File: src/rtl/req_arbiter.sv
// req_arbiter: four-way round-robin request arbiter with sticky pending/timeout flags and a forced gap between grants.
module req_arbiter #(
  parameter int TIMEOUT = 15
) (
  input  logic       CP,
  input  logic       MR,
  input  logic [3:0] _REQ,
  input  logic       ACK,
  output logic [3:0] GNT,
  output logic       VALID,
  output logic [1:0] ID,
  output logic [3:0] PEND,
  output logic [3:0] ERR
);
  typedef enum logic [1:0] {IDLE, GRANT, GAP} state_t;
  state_t state, state_nx;
  logic [1:0] ptr, ptr_nx, id_nx, pick, idx;
  logic [3:0] cnt, cnt_nx, gnt_nx, pend_nx, err_nx, clr;
  logic done;
  assign VALID = |GNT;
  always_comb begin
    pick = ptr;
    idx = ptr;
    for (int k = 3; k >= 0; k--) begin
      idx = ptr + 2'(k);
      pick = PEND[idx] ? idx : pick;
    end
  end
  always_comb begin
    state_nx = state;
    ptr_nx = ptr;
    id_nx = ID;
    cnt_nx = cnt;
    gnt_nx = GNT;
    err_nx = ERR;
    clr = '0;
    done = ACK || cnt == 4'(TIMEOUT - 1);
    case (state)
      IDLE: if (|PEND) begin
        state_nx = GRANT;
        id_nx = pick;
        gnt_nx = 4'b1 << pick;
        cnt_nx = '0;
      end
      GRANT: if (done) begin
        state_nx = GAP;
        gnt_nx = '0;
        id_nx = '0;
        ptr_nx = ID + 2'd1;
        cnt_nx = '0;
        clr = 4'b1 << ID;
        err_nx = ACK ? ERR : ERR | clr;
      end else cnt_nx = cnt + 4'd1;
      GAP: state_nx = IDLE;
      default: state_nx = IDLE;
    endcase
    // a new request on the clearing edge keeps the flag set
    pend_nx = (PEND & ~clr) | ~_REQ;
  end
  always_ff @(posedge CP or posedge MR) begin
    if (MR) begin
      state <= IDLE;
      GNT <= '0;
      ID <= '0;
      PEND <= '0;
      ERR <= '0;
      ptr <= '0;
      cnt <= '0;
    end else begin
      state <= state_nx;
      GNT <= gnt_nx;
      ID <= id_nx;
      PEND <= pend_nx;
      ERR <= err_nx;
      ptr <= ptr_nx;
      cnt <= cnt_nx;
    end
  end
endmodule

File: config.mk
export PLATFORM = sky130hd
export DESIGN_NAME = req_arbiter
export DESIGN_NICKNAME = d
export VERILOG_FILES = /design/src/rtl/req_arbiter.sv
export SDC_FILE = /design/constraint.sdc
export NUM_CORES = 1
export LEC_CHECK = 0
export ABC_AREA = 1
export CORE_MARGIN = 5
export CORE_UTILIZATION = 51
export CTS_CLUSTER_SIZE = 12
export DETAILED_ROUTE_END_ITERATION = 12
export HOLD_SLACK_MARGIN = 0.1
export PLACE_DENSITY = 0.89
export SLEW_MARGIN = 20
export SYNTH_ARGS = -nofsm -noshare
export SYNTH_HDL_FRONTEND = slang
export SYNTH_SLANG_ARGS = --single-unit
File: constraint.sdc
create_clock -name CP -period 1.85 [get_ports CP]
set_input_delay 0.37 -clock CP [delete_from_list [all_inputs] [get_ports CP]]
set_output_delay 0.37 -clock CP [all_outputs]
set_load 0.05 [all_outputs]
==> results.md, run 1 <==
Critical path:
- The worst setup path is captured at an output pin.
- The worst setup path is of the flop to output pin kind.
- The required time reported for the critical path endpoint is 1.48 ns.
- STA classifies the critical path startpoint as a flop.
- Data on the critical path arrives at its endpoint at 1.42 ns.
- Along the worst path, the maximum fanout reaches 3.

STA:
- The number of pins with negative max-slew slack in the final report is 0.
- Setup violations remaining at the end of the flow were counted as 0.
- The count of final hold-check violations was 0.
- For the pin with the worst max-slew slack, the measured transition is 0.2677 ns.
- The minimum clock period is 1.788 ns.
- After layout, the worst path uses 96.63% of the clock period.
- Setup repair after global routing left no endpoint under its margin.
- The timing-limited maximum frequency is 559.4 MHz.
- The normalized max-slew margin is 82.15%.
- After routing, the total negative slack on setup checks comes to 0 ns.
- Clock skew on the completed layout was measured at 0.005067 ns.

Clock network:
- In this run, post-CTS repair resized a total of 0 instances.
- The total CTS buffers is 3.
- The maximum clock path buffer count is 2.
- The post-CTS setup buffer count is 0.
- The clock latency on the worst-skew pair is 0.30 ns.
- Clock-pin slew was measured on the worst setup and hold paths at 0.12 ns.
- The CTS tree is built.
- The CTS root buffer is sky130_fd_sc_hd__clkbuf_4.
- After clock tree synthesis, the flow added hold-fix buffers numbering 0.
- In this run the number of H-tree levels came out at 1.
- For this design, the sink count on the clock tree is 22.

Pwr:
- The leakage power total is 0.0008110 µW.
- The analysis attributes to net switching a power of 1126 µW.
- Cell internal power was estimated by the tool at 1110 µW.
- The switching share of power is 50.37%.
- The relative contribution of the clock network to total power is 11.5%.
- Sequential cells burn 33.8% of the power.
- The worst-case IR drop observed on VDD is 0.0008901 V.
- Combinational cells account for 54.7% of the total power.
- In this run the power density over the cells is 1556 nW/µm².

Cells and area:
- The layout has 186 filler cells.
- The final antenna diode count is 0.
- Compared with the post-synthesis result, the final layout area differs by 20.59%.
- The area of all placed cells without fillers is 1436 µm².
- The number of nets in the finished design is 194.
- The fraction of layout instances using a drive strength above 1 is 15.56%.

Logic synthesis:
- In this run, synthesis inferred 0 flip-flops with an integrated enable.
- The most used flip-flop cell after synthesis is sky130_fd_sc_hd__dfrtp_1.
- After synthesis the netlist holds a flip-flop and latch count of 22.
- The mapped netlist covers 1191 µm².
- The unique cell type count in the Yosys netlist is 22.
- The Yosys warning count is 0.
- The synthesized design devotes to its leading area cell type 46.22% of total area.
- The sequential area share after synthesis is 46.22%.
- Averaged over all synthesized cells, the footprint is 7.685 µm².
- The fraction of synthesis flops using an asynchronous set or reset pin is 100.0%.
- The commonest cells after synthesis are 58 x sky130_fd_sc_hd__nand2_1, 24 x sky130_fd_sc_hd__inv_1, 22 x sky130_fd_sc_hd__dfrtp_1, 11 x sky130_fd_sc_hd__nand3_1, 7 x sky130_fd_sc_hd__o21ai_0.
- Synthesis produced a netlist whose cell count is 155.
- When the netlist entered floorplanning its net count stood at 168.
- The most frequent cell after synthesis is sky130_fd_sc_hd__nand2_1.
- The library cell occupying the most area in the post-synthesis netlist is sky130_fd_sc_hd__dfrtp_1.
- Yosys attributes the largest share of cell area to sky130_fd_sc_hd__dfrtp_1 46%, sky130_fd_sc_hd__nand2_1 18%, sky130_fd_sc_hd__inv_1 7.6%.

Place:
- Input and output buffers added on the ports amount to 21.
- The post-detailed-placement half-perimeter wirelength is 1935 µm.
- At the end of routability-driven placement, the weighted congestion stood at 0.8229.
- The post-detailed-placement cell area is 1399 µm².

Floorplanning:
- The die is 58.33 µm tall.
- The area of the core region is 2212 µm².
- The die covers 3402 µm².
- The number of top-level design ports is 22.
- The initial utilization of the core area, before any placement, comes to 53.85%.
- The die is 58.33 µm wide.
- The placement row count is 17.

Drt:
- The mean number of vias per cell is 5.077.
- The DRC violation count after routing is 0.
- The mean routed wirelength per cell is 11.31 µm.
- The final route contains 1056 vias.
- Once detail routing completed, the nets flagged for antenna violations numbered 0.
- The aggregate routed wire length is 2352 µm.
- The first-pass iteration count of the detailed router is 4.
- The detailed router finished its first iteration with 38 violations.

GRT:
- The via count of the first global-routing pass is 1069.
- Entering global routing, the biggest net connects 23 pins.
- The global-route wire length before repair is 4402 µm.
- The overall global routing resource usage is 16.20%.
- The total overflow left after global routing is 0.
- The number of antenna violations at the first check in global routing is 0.

Min path:
- The worst min-delay path class is input port to asynchronous set/reset pin.

Run status:
- The flow ran to the end, and the final reports show no timing, DRC or antenna violations.

Job:
- The reported max-cap violation count is 0.
final timing paths:
| check | startpoint | endpoint | slack (ns) | cells past startpoint |
|---|---|---|---|---|
| max | GNT[2] | VALID | 0.06 | 2 |
| min | MR | ERR[3] | 0.38 | 3 |
| max reg2reg | ptr[0] | GNT[1] | 0.24 | 12 |
| min reg2reg | ERR[2] | ERR[2] | 0.50 | 1 |
| max in group asynchronous | MR | ptr[0] | 1.23 | 3 |
| min in group CP | ERR[2] | ERR[2] | 0.50 | 1 |
placed cells by master, fill, tap and decap left out, types with 4 or more instances in the layout:
cell type                         Yosys  routed
sky130_fd_sc_hd__nand3_1             11      11
sky130_fd_sc_hd__ha_1                 6       6
sky130_fd_sc_hd__clkdlybuf4s50_1      0       6
sky130_fd_sc_hd__o21bai_1             4       4
sky130_fd_sc_hd__nand2_1             58      58
sky130_fd_sc_hd__inv_1               24      24
sky130_fd_sc_hd__o21ai_0              7       7
sky130_fd_sc_hd__dfrtp_1             22      21
sky130_fd_sc_hd__nor2_1               6       6
sky130_fd_sc_hd__buf_4                1      16
power groups by stage:
stage               sequential, µW  clock (µW)  combinational [µW]
finish                         755         258                1220
detailed placement             761           0                1230
global placement               749           0                1190
global route                   779         287                1390
CTS                            752         263                1230
floorplan                      895           0                 791
critical path, cell delays in order, from the launching register on:
cell and delay [ns]:
sky130_fd_sc_hd__dfrtp_1 0.41, sky130_fd_sc_hd__or4_1 0.51, sky130_fd_sc_hd__buf_4 0.20
area by class of cell:
type | count | area, µm² | share of cell area, %
tap | 28 | 35.03 | 2.439
clock buffer | 4 | 36.28 | 2.526
inverter | 25 | 93.84 | 6.533
timing repair buffer | 22 | 180.2 | 12.54
sequential | 22 | 551.8 | 38.41
multi-input combinational | 107 | 539.3 | 37.54
per-stage QoR:
| stage | total power [µW] | setup slack [ns] | util [%] | cells | hold slack [ns] |
|---|---|---|---|---|---|
| after floorplan | 1686 | 0.09454 | - | 155 | 0.3592 |
| after global routing | 2457 | 0.006585 | 64.93 | 208 | 0.4076 |
| final | 2236 | 0.06239 | 64.93 | 208 | 0.3843 |
| after global placement | 1935 | 0.2530 | 63.24 | 204 | 0.4635 |
| after detailed placement | 1987 | 0.1909 | 63.24 | 204 | 0.4717 |
| after CTS | 2246 | 0.04279 | 64.88 | 208 | 0.3903 |
routing by layer:
metal	vias up	part of all wire (%)	GRT usage (%)
met5	-	0	0
met4	0	0.89	4.305
met3	2	7.0	2.851
met2	34	49	29.98
met1	489	43	19.10
li1	531	-	-
flip-flops by register name (all words and copies together), names as in the netlist:
name   cells
ID         2
GNT        4
ERR        4
cnt        4
ptr        2
state      2
PEND       4
cell families after synthesis:
family / count (synthesis) / share of synthesized area, %
and+or+nand+nor: 84 / 30.15
DFF: 22 / 46.22
adders and majority gates: 6 / 6.302
AOI/OAI and AO/OA: 17 / 8.823
buffers and inverters: 26 / 8.509
Note: power is estimated with default switching activity, not from simulation.
==> run 2, diff against run 1 <==
Settings changed: ABC_AREA 1 to not set, CAP_MARGIN set to 20, CORE_UTILIZATION 51 to 49, PLACE_DENSITY 0.89 to 0.88.
==> results.md, run 2 <==
Min path:
- The path class of the tightest hold or removal check is input port to asynchronous set/reset pin.

Floorplanning:
- The die span in x is 57.03 µm.
- In this run the standard cell core region covers 2170 µm².
- The placement row count is 17.
- The vertical die dimension is 57.03 µm.
- The number of top-level design ports is 22.
- The die covers 3252 µm².
- Once the floorplan was initialized, standard cells occupied 49.94% of the core.

STA:
- The count of final hold-check violations was 0.
- The final hold slack is 0.3880 ns.
- Counting I/O delays and the setup requirement, the final critical path takes 1.788 ns.
- The timing-limited maximum frequency is 559.2 MHz.
- The number of pins with negative max-slew slack in the final report is 0.
- Headroom to the max-slew limit came out at 70.26%.
- Summed over all failing endpoints, the final setup total negative slack is 0 ns.
- Setup repair after global routing left no endpoint under its margin.
- Clock skew on the completed layout was measured at 0.006671 ns.
- For the pin with the worst max-slew slack, the measured transition is 0.4428 ns.
- Setup violations remaining at the end of the flow were counted as 0.
- In the post-route analysis, the smallest setup slack over all paths is 0.06173 ns.
- Dividing the final minimum period by the clock period gives 96.66%.

Drt:
- The final antenna-violating net count is 0.
- The mean number of vias per cell is 5.307.
- The pre-antenna-repair detailed-routing pass consisted of 4 iterations.
- For this run, design rule violations remaining after detail routing come to 0.
- The mean routed wirelength per cell is 14.01 µm.
- The highest layer used for signal routing is met4.
- The total number of vias is 812.
- The sum of met3 wire segment lengths after detailed routing is 105 µm.
- The routed length on met2 is 1073 µm.
- The DRC marker count from the first detailed-route iteration is 16.
- The routed design has 2144 µm of wire.
- In the final routing, the length of wire on met1 measures 954 µm.

Clock network:
- For this design, the sink count on the clock tree is 22.
- The later pin in the worst-skew pair is clocked with a latency of 0.29 ns.
- The clock edge transition at the registers on the reported setup and hold paths is 0.11 ns.
- In this run the number of H-tree levels came out at 1.
- CTS placed an instance of sky130_fd_sc_hd__clkbuf_4 at the clock tree root.
- Hold repair after CTS inserted 0 buffers.
- In this run the deepest clock path goes through 2 buffers.
- TritonCTS built the clock tree.
- In this run the post-CTS setup repair buffer count came out at 0.
- After clock tree synthesis, the repair step resized 0 gates.
- Buffers inserted during clock tree synthesis total 3.

Place:
- Input and output buffers added on the ports amount to 21.
- Prior to clock tree synthesis, the placed netlist has a worst setup slack of 0.1775 ns.
- At the end of routability-driven placement, the weighted congestion stood at 0.7509.
- The post-detailed-placement half-perimeter wirelength is 1730 µm.

Cells and area:
- The library cell used most frequently in the layout, excluding fill and tap cells, is sky130_fd_sc_hd__dfrtp_1.
- The repair_antennas step left the layout with diodes totalling 0.
- After the last flow step, the layout net total stands at 140.
- The top cell types in the final layout, fill and taps aside, are 22 x sky130_fd_sc_hd__dfrtp_1, 18 x sky130_fd_sc_hd__buf_4, 12 x sky130_fd_sc_hd__inv_1.
- The area added between synthesis and finish is 22.17%.
- The fraction of layout instances using a drive strength above 1 is 20.80%.

Logic synthesis:
- By area the synthesized netlist is led by sky130_fd_sc_hd__dfrtp_1 51%, sky130_fd_sc_hd__ha_1 6.9%, sky130_fd_sc_hd__a21o_1 4.2%.
- The cell area that synthesis handed to floorplanning was 1084 µm².
- The post-synthesis net count is 113.
- Counting every instance in the synthesized netlist gives 100.
- During synthesis, Yosys emitted a total of 0 warnings.
- The most frequent cell after synthesis is sky130_fd_sc_hd__dfrtp_1.
- Sorting the synthesized cells by how often they occur yields 22 x sky130_fd_sc_hd__dfrtp_1, 12 x sky130_fd_sc_hd__inv_1, 8 x sky130_fd_sc_hd__o21ai_1, 7 x sky130_fd_sc_hd__nand2_1.
- The synthesized design contains 0 enable-type register cells.
- The sequential area share after synthesis is 50.81%.
- The netlist uses 36 different library cells.
- The total of flip-flops plus latches after synthesis is 22.
- Summed over all instances, the cell type with the most area after synthesis is sky130_fd_sc_hd__dfrtp_1.
- The average instance in the mapped netlist occupies 10.84 µm².
- In this run the biggest area consumer among cell types represents 50.81% of the synthesized area.
- The most frequently used flop master after synthesis is sky130_fd_sc_hd__dfrtp_1.
- The fraction of synthesis flops using an asynchronous set or reset pin is 100.0%.

Critical path:
- STA classifies the critical path startpoint as a flop.
- The worst setup path category is flop to output pin.
- The element type at the critical path end is an output pin.
- Of all nets on the critical path, the largest fanout is 3.
- At the worst endpoint, the arrival time is 1.42 ns.
- Data on the critical path is required at its endpoint by 1.48 ns.

Pwr:
- Power spread over the standard cell area amounts to 1450 nW/µm².
- The largest voltage drop on the vdd net is 0.0009442 V.
- The leakage power total is 0.0006943 µW.

GRT:
- The via count of the first global-routing pass was 800.
- Entering global routing, the biggest net connects 23 pins.
- The number of antenna violations at the first check in global routing is 0.
- After global routing the overflow that remains totals 0.
- Global routing consumed, over all layers together, 13.77% of the routing resources.
- The global-route wire length before repair is 3539 µm.

Job:
- The reported max-cap violation count is 0.

Run status:
- The run finished with clean final reports.
-- run 2: cell types whose count changed after synthesis, moves of 3 or more --
cell,before,now
sky130_fd_sc_hd__nor3b_1,0,3
sky130_fd_sc_hd__nand3_1,11,1
sky130_fd_sc_hd__o21ai_0,7,0
sky130_fd_sc_hd__nor2_1,6,1
sky130_fd_sc_hd__nand2_1,58,7
sky130_fd_sc_hd__nand2b_1,0,3
sky130_fd_sc_hd__o21ai_1,1,8
sky130_fd_sc_hd__o21bai_1,4,0
sky130_fd_sc_hd__a21o_1,1,6
sky130_fd_sc_hd__o22ai_1,0,3
sky130_fd_sc_hd__inv_1,24,12
-- run 2: kinds of logic after synthesis --
| kind of cell | synth area share (%) |
|---|---|
| compound gates | 20.67 |
| simple gates | 13.97 |
| flops | 50.81 |
| buf+inv | 5.657 |
| fa+ha+maj | 6.928 |
| mux | 1.963 |
-- run 2: through the flow --
step | total power (µW) | cell area (µm²) | cells | util (%)
2_1_floorplan | 1442 | 1084 | 100 | -
3_3_place_gp | 1688 | 1301 | 150 | 59.98
3_5_place_dp | 1734 | 1301 | 150 | 59.98
4_1_cts | 1940 | 1324 | 153 | 61.02
5_1_grt | 2056 | 1324 | 153 | 61.02
6_report | 1920 | 1324 | 153 | 61.02
-- run 2: power breakdown --
part	switching, µW	internal (µW)
clock network	127	75.7
registers	155	598
logic	601	363
total	883	1040
-- run 2: worst max-delay path: stages, from the launching register on --
cell	delay, ns
sky130_fd_sc_hd__dfrtp_1	0.40
sky130_fd_sc_hd__or4_1	0.52
sky130_fd_sc_hd__buf_4	0.20
-- run 2: final cells by class --
class                           instances  area [µm²]
Clock buffer                            3       22.52
Timing Repair Buffer                   24       195.2
Tap cell                               28       35.03
Inverter                               13       48.80
Multi-Input combinational cell         63       471.7
Fill cell                             192       845.8
Sequential cell                        22       550.5
-- run 2: per-layer routing --
| metal | vias up | global-route usage, % |
|---|---|---|
| met3 | 2 | 2.036 |
| met2 | 20 | 24.47 |
| met4 | 0 | 4.967 |
| li1 | 408 | - |
| met1 | 382 | 16.83 |
| met5 | - | 0 |
-- run 2: worst paths after layout --
check	start	depth (start not counted)	slack, ns	endpoint
worst max-delay path	GNT[2]	2	0.06	VALID
worst min-delay path	MR	3	0.39	ERR[2]
worst max register to register	PEND[1]	4	0.29	GNT[2]
worst min register to register	ERR[0]	1	0.48	ERR[0]
max in group asynchronous	MR	3	1.24	cnt[0]
min in group CP	ERR[0]	1	0.48	ERR[0]
==> run 3, diff against run 2 <==
Settings changed: SLEW_MARGIN 20 to not set.
==> results of run 3 <==
The final DEF is identical to that of run 2; final timing and power are the same.
==> edit (settings of run 1) <==
Encoding of `state_t`: now one-hot (3 bits for 3 states).
--- a/src/rtl/req_arbiter.sv
+++ b/src/rtl/req_arbiter.sv
@@ -12,7 +12,7 @@
   output logic [3:0] PEND,
   output logic [3:0] ERR
 );
-  typedef enum logic [1:0] {IDLE, GRANT, GAP} state_t;
+  typedef enum logic [2:0] {IDLE = 3'b001, GRANT = 3'b010, GAP = 3'b100} state_t;
   state_t state, state_nx;
   logic [1:0] ptr, ptr_nx, id_nx, pick, idx;
   logic [3:0] cnt, cnt_nx, gnt_nx, pend_nx, err_nx, clr;
Function: no difference found for any inputs over 10 cycles, from zero or initial values; not proved beyond that.
==> edit against run 1 <==
Worst setup slack gained 1.8 ps; wire length increased by 2.2%; non-clock buffer count is 3 higher; synthesized area grew 6.6%; utilization down 2.2 points; cell area up 6.2%; total power increased by 4.8%; sequential cell count is 1 higher; die area increased by 5.5%.
==> edit: results (changes against run 1) <==
- YS warnings: 0 (unchanged)
- Antenna cell count: 0 (unchanged)
- Flop pwr share: 32.9% (-0.9 points)
- Dpl cell area: 1480 um^2 (+5.5%)
- Status: finished, final reports clean
- Sequential share of the synthesized area: 45.4% (-0.80 points)
- Routed len/inst: 11.1 um (-1.6%)
- Drt via density: 4.87 (-4.2%)
- 1st-pass router iterations: 4 (unchanged)
- Gr usage total: 15.5% (-0.73 points)
- Worst Tran Pin Value: 462 ps (+194 ps)
- Layout cells sized above 1: 22.0% (+6.5 points)
- Synth top cells by count: nand2_1 (54), inv_1 (23), dfrtp_1 (22)
- Flop-to-flop setup slack: 290 ps (+50 ps)
- Hold slack final: 381 ps (-3.62 ps)
- Routed WL: 2400 um (+2.2%)
- Largest net degree at the start of global routing: 24 (+4.3%)
- Final nets: 200 (+3.1%)
- First-pass GRT wire length: 4200 um (-4.5%)
- Vias in the first global route: 1,010 (-5.5%)
- FILL cells: 208 (+12%)
- DP Cell Count: 209 (+2.5%)
- Grt met3 use: 1.94% (-0.91 points)
- RD Place Congestion: 0.820 (-0.36%)
- Syn nets: 171 (+1.8%)
- Met2 usage: 26.5% (-3.4 points)
- Launch point of the worst path: GNT[0]
- Critical Path AT: 1420 ps (about the same)
- Post-synth ARST share: 100% (unchanged)
- Initial drt markers: 45 (+18%)
- LEAKAGE: 0.845 nW (+4.2%)
- Synth cell types: 23 (+4.5%)
- Top cells by area, synth: dfrtp_1 (43%), nand2_1 (16%), inv_1 (6.8%)
- Combinational share of power: 57.6% (+2.9 points)
- R2r endpoint: GNT[3]
- Maximum vdd drop: 0.848 mV (-4.7%)
- Tmin final: 1790 ps (-1.79 ps)
- Cells after Synth: 158 (+1.9%)
- P_int: 1.16 mW (+4.3%)
- Reg2Reg Depth: 11 (-1)
- RR Startpoint: ptr[0]
- Clock slew at the register clock pins of the worst setup and hold paths: 110 ps
- Max Clock Skew: 2.58 ps (-2.48 ps)
- Post_cts resized: 0 (unchanged)
- IO buf count: 21 (unchanged)
- M1 GR Usage: 19.4% (+0.29 points)
- Post-place setup slack: 211 ps (+20.3 ps)
- Seq group: 770 uW (+2%)
- Detailed Place HPWL: 1950 um (+0.76%)
- Top-area cell type share of the netlist area: 43.3% (-2.9 points)
## edit: cell count changes in the layout (fill, tap and decap cells not counted), sizes merged
cell,before,now
o21ai,9,13
nor2b,1,0
nor2,8,3
nand3,12,9
nor4,0,1
xnor2,0,1
dfstp,0,1
nor3,0,1
nand2,59,66
buf,16,19
xor2,0,1
and3b,1,0
a21o,1,0
a21oi,3,1
## edit: kinds of logic after synthesis
family	share of synthesized area [%]
AO/OA/AOI/OAI	8.47
XOR/XNOR	1.38
adder cells (fa/ha/maj)	5.91
buffers and inverters	8.87
flip-flops	45.4
AND/OR/NAND/NOR	30.0
## edit: metal layers
layer  part of all wire [%]  wire (um)
met5                      0          0
met4                    1.1         26
met3                    1.2         29
met2                     53       1270
met1                     45       1080
## edit: cell type report
cell class | instances | area, um^2 | area share (%)
well taps | 30 | 37.5 | 2.46
flip-flops and latches | 23 | 577 | 37.8
inverters | 25 | 101 | 6.64
clock buffers | 4 | 26.3 | 1.72
multi-input cells | 109 | 581 | 38.1
repair buffers | 25 | 203 | 13.3
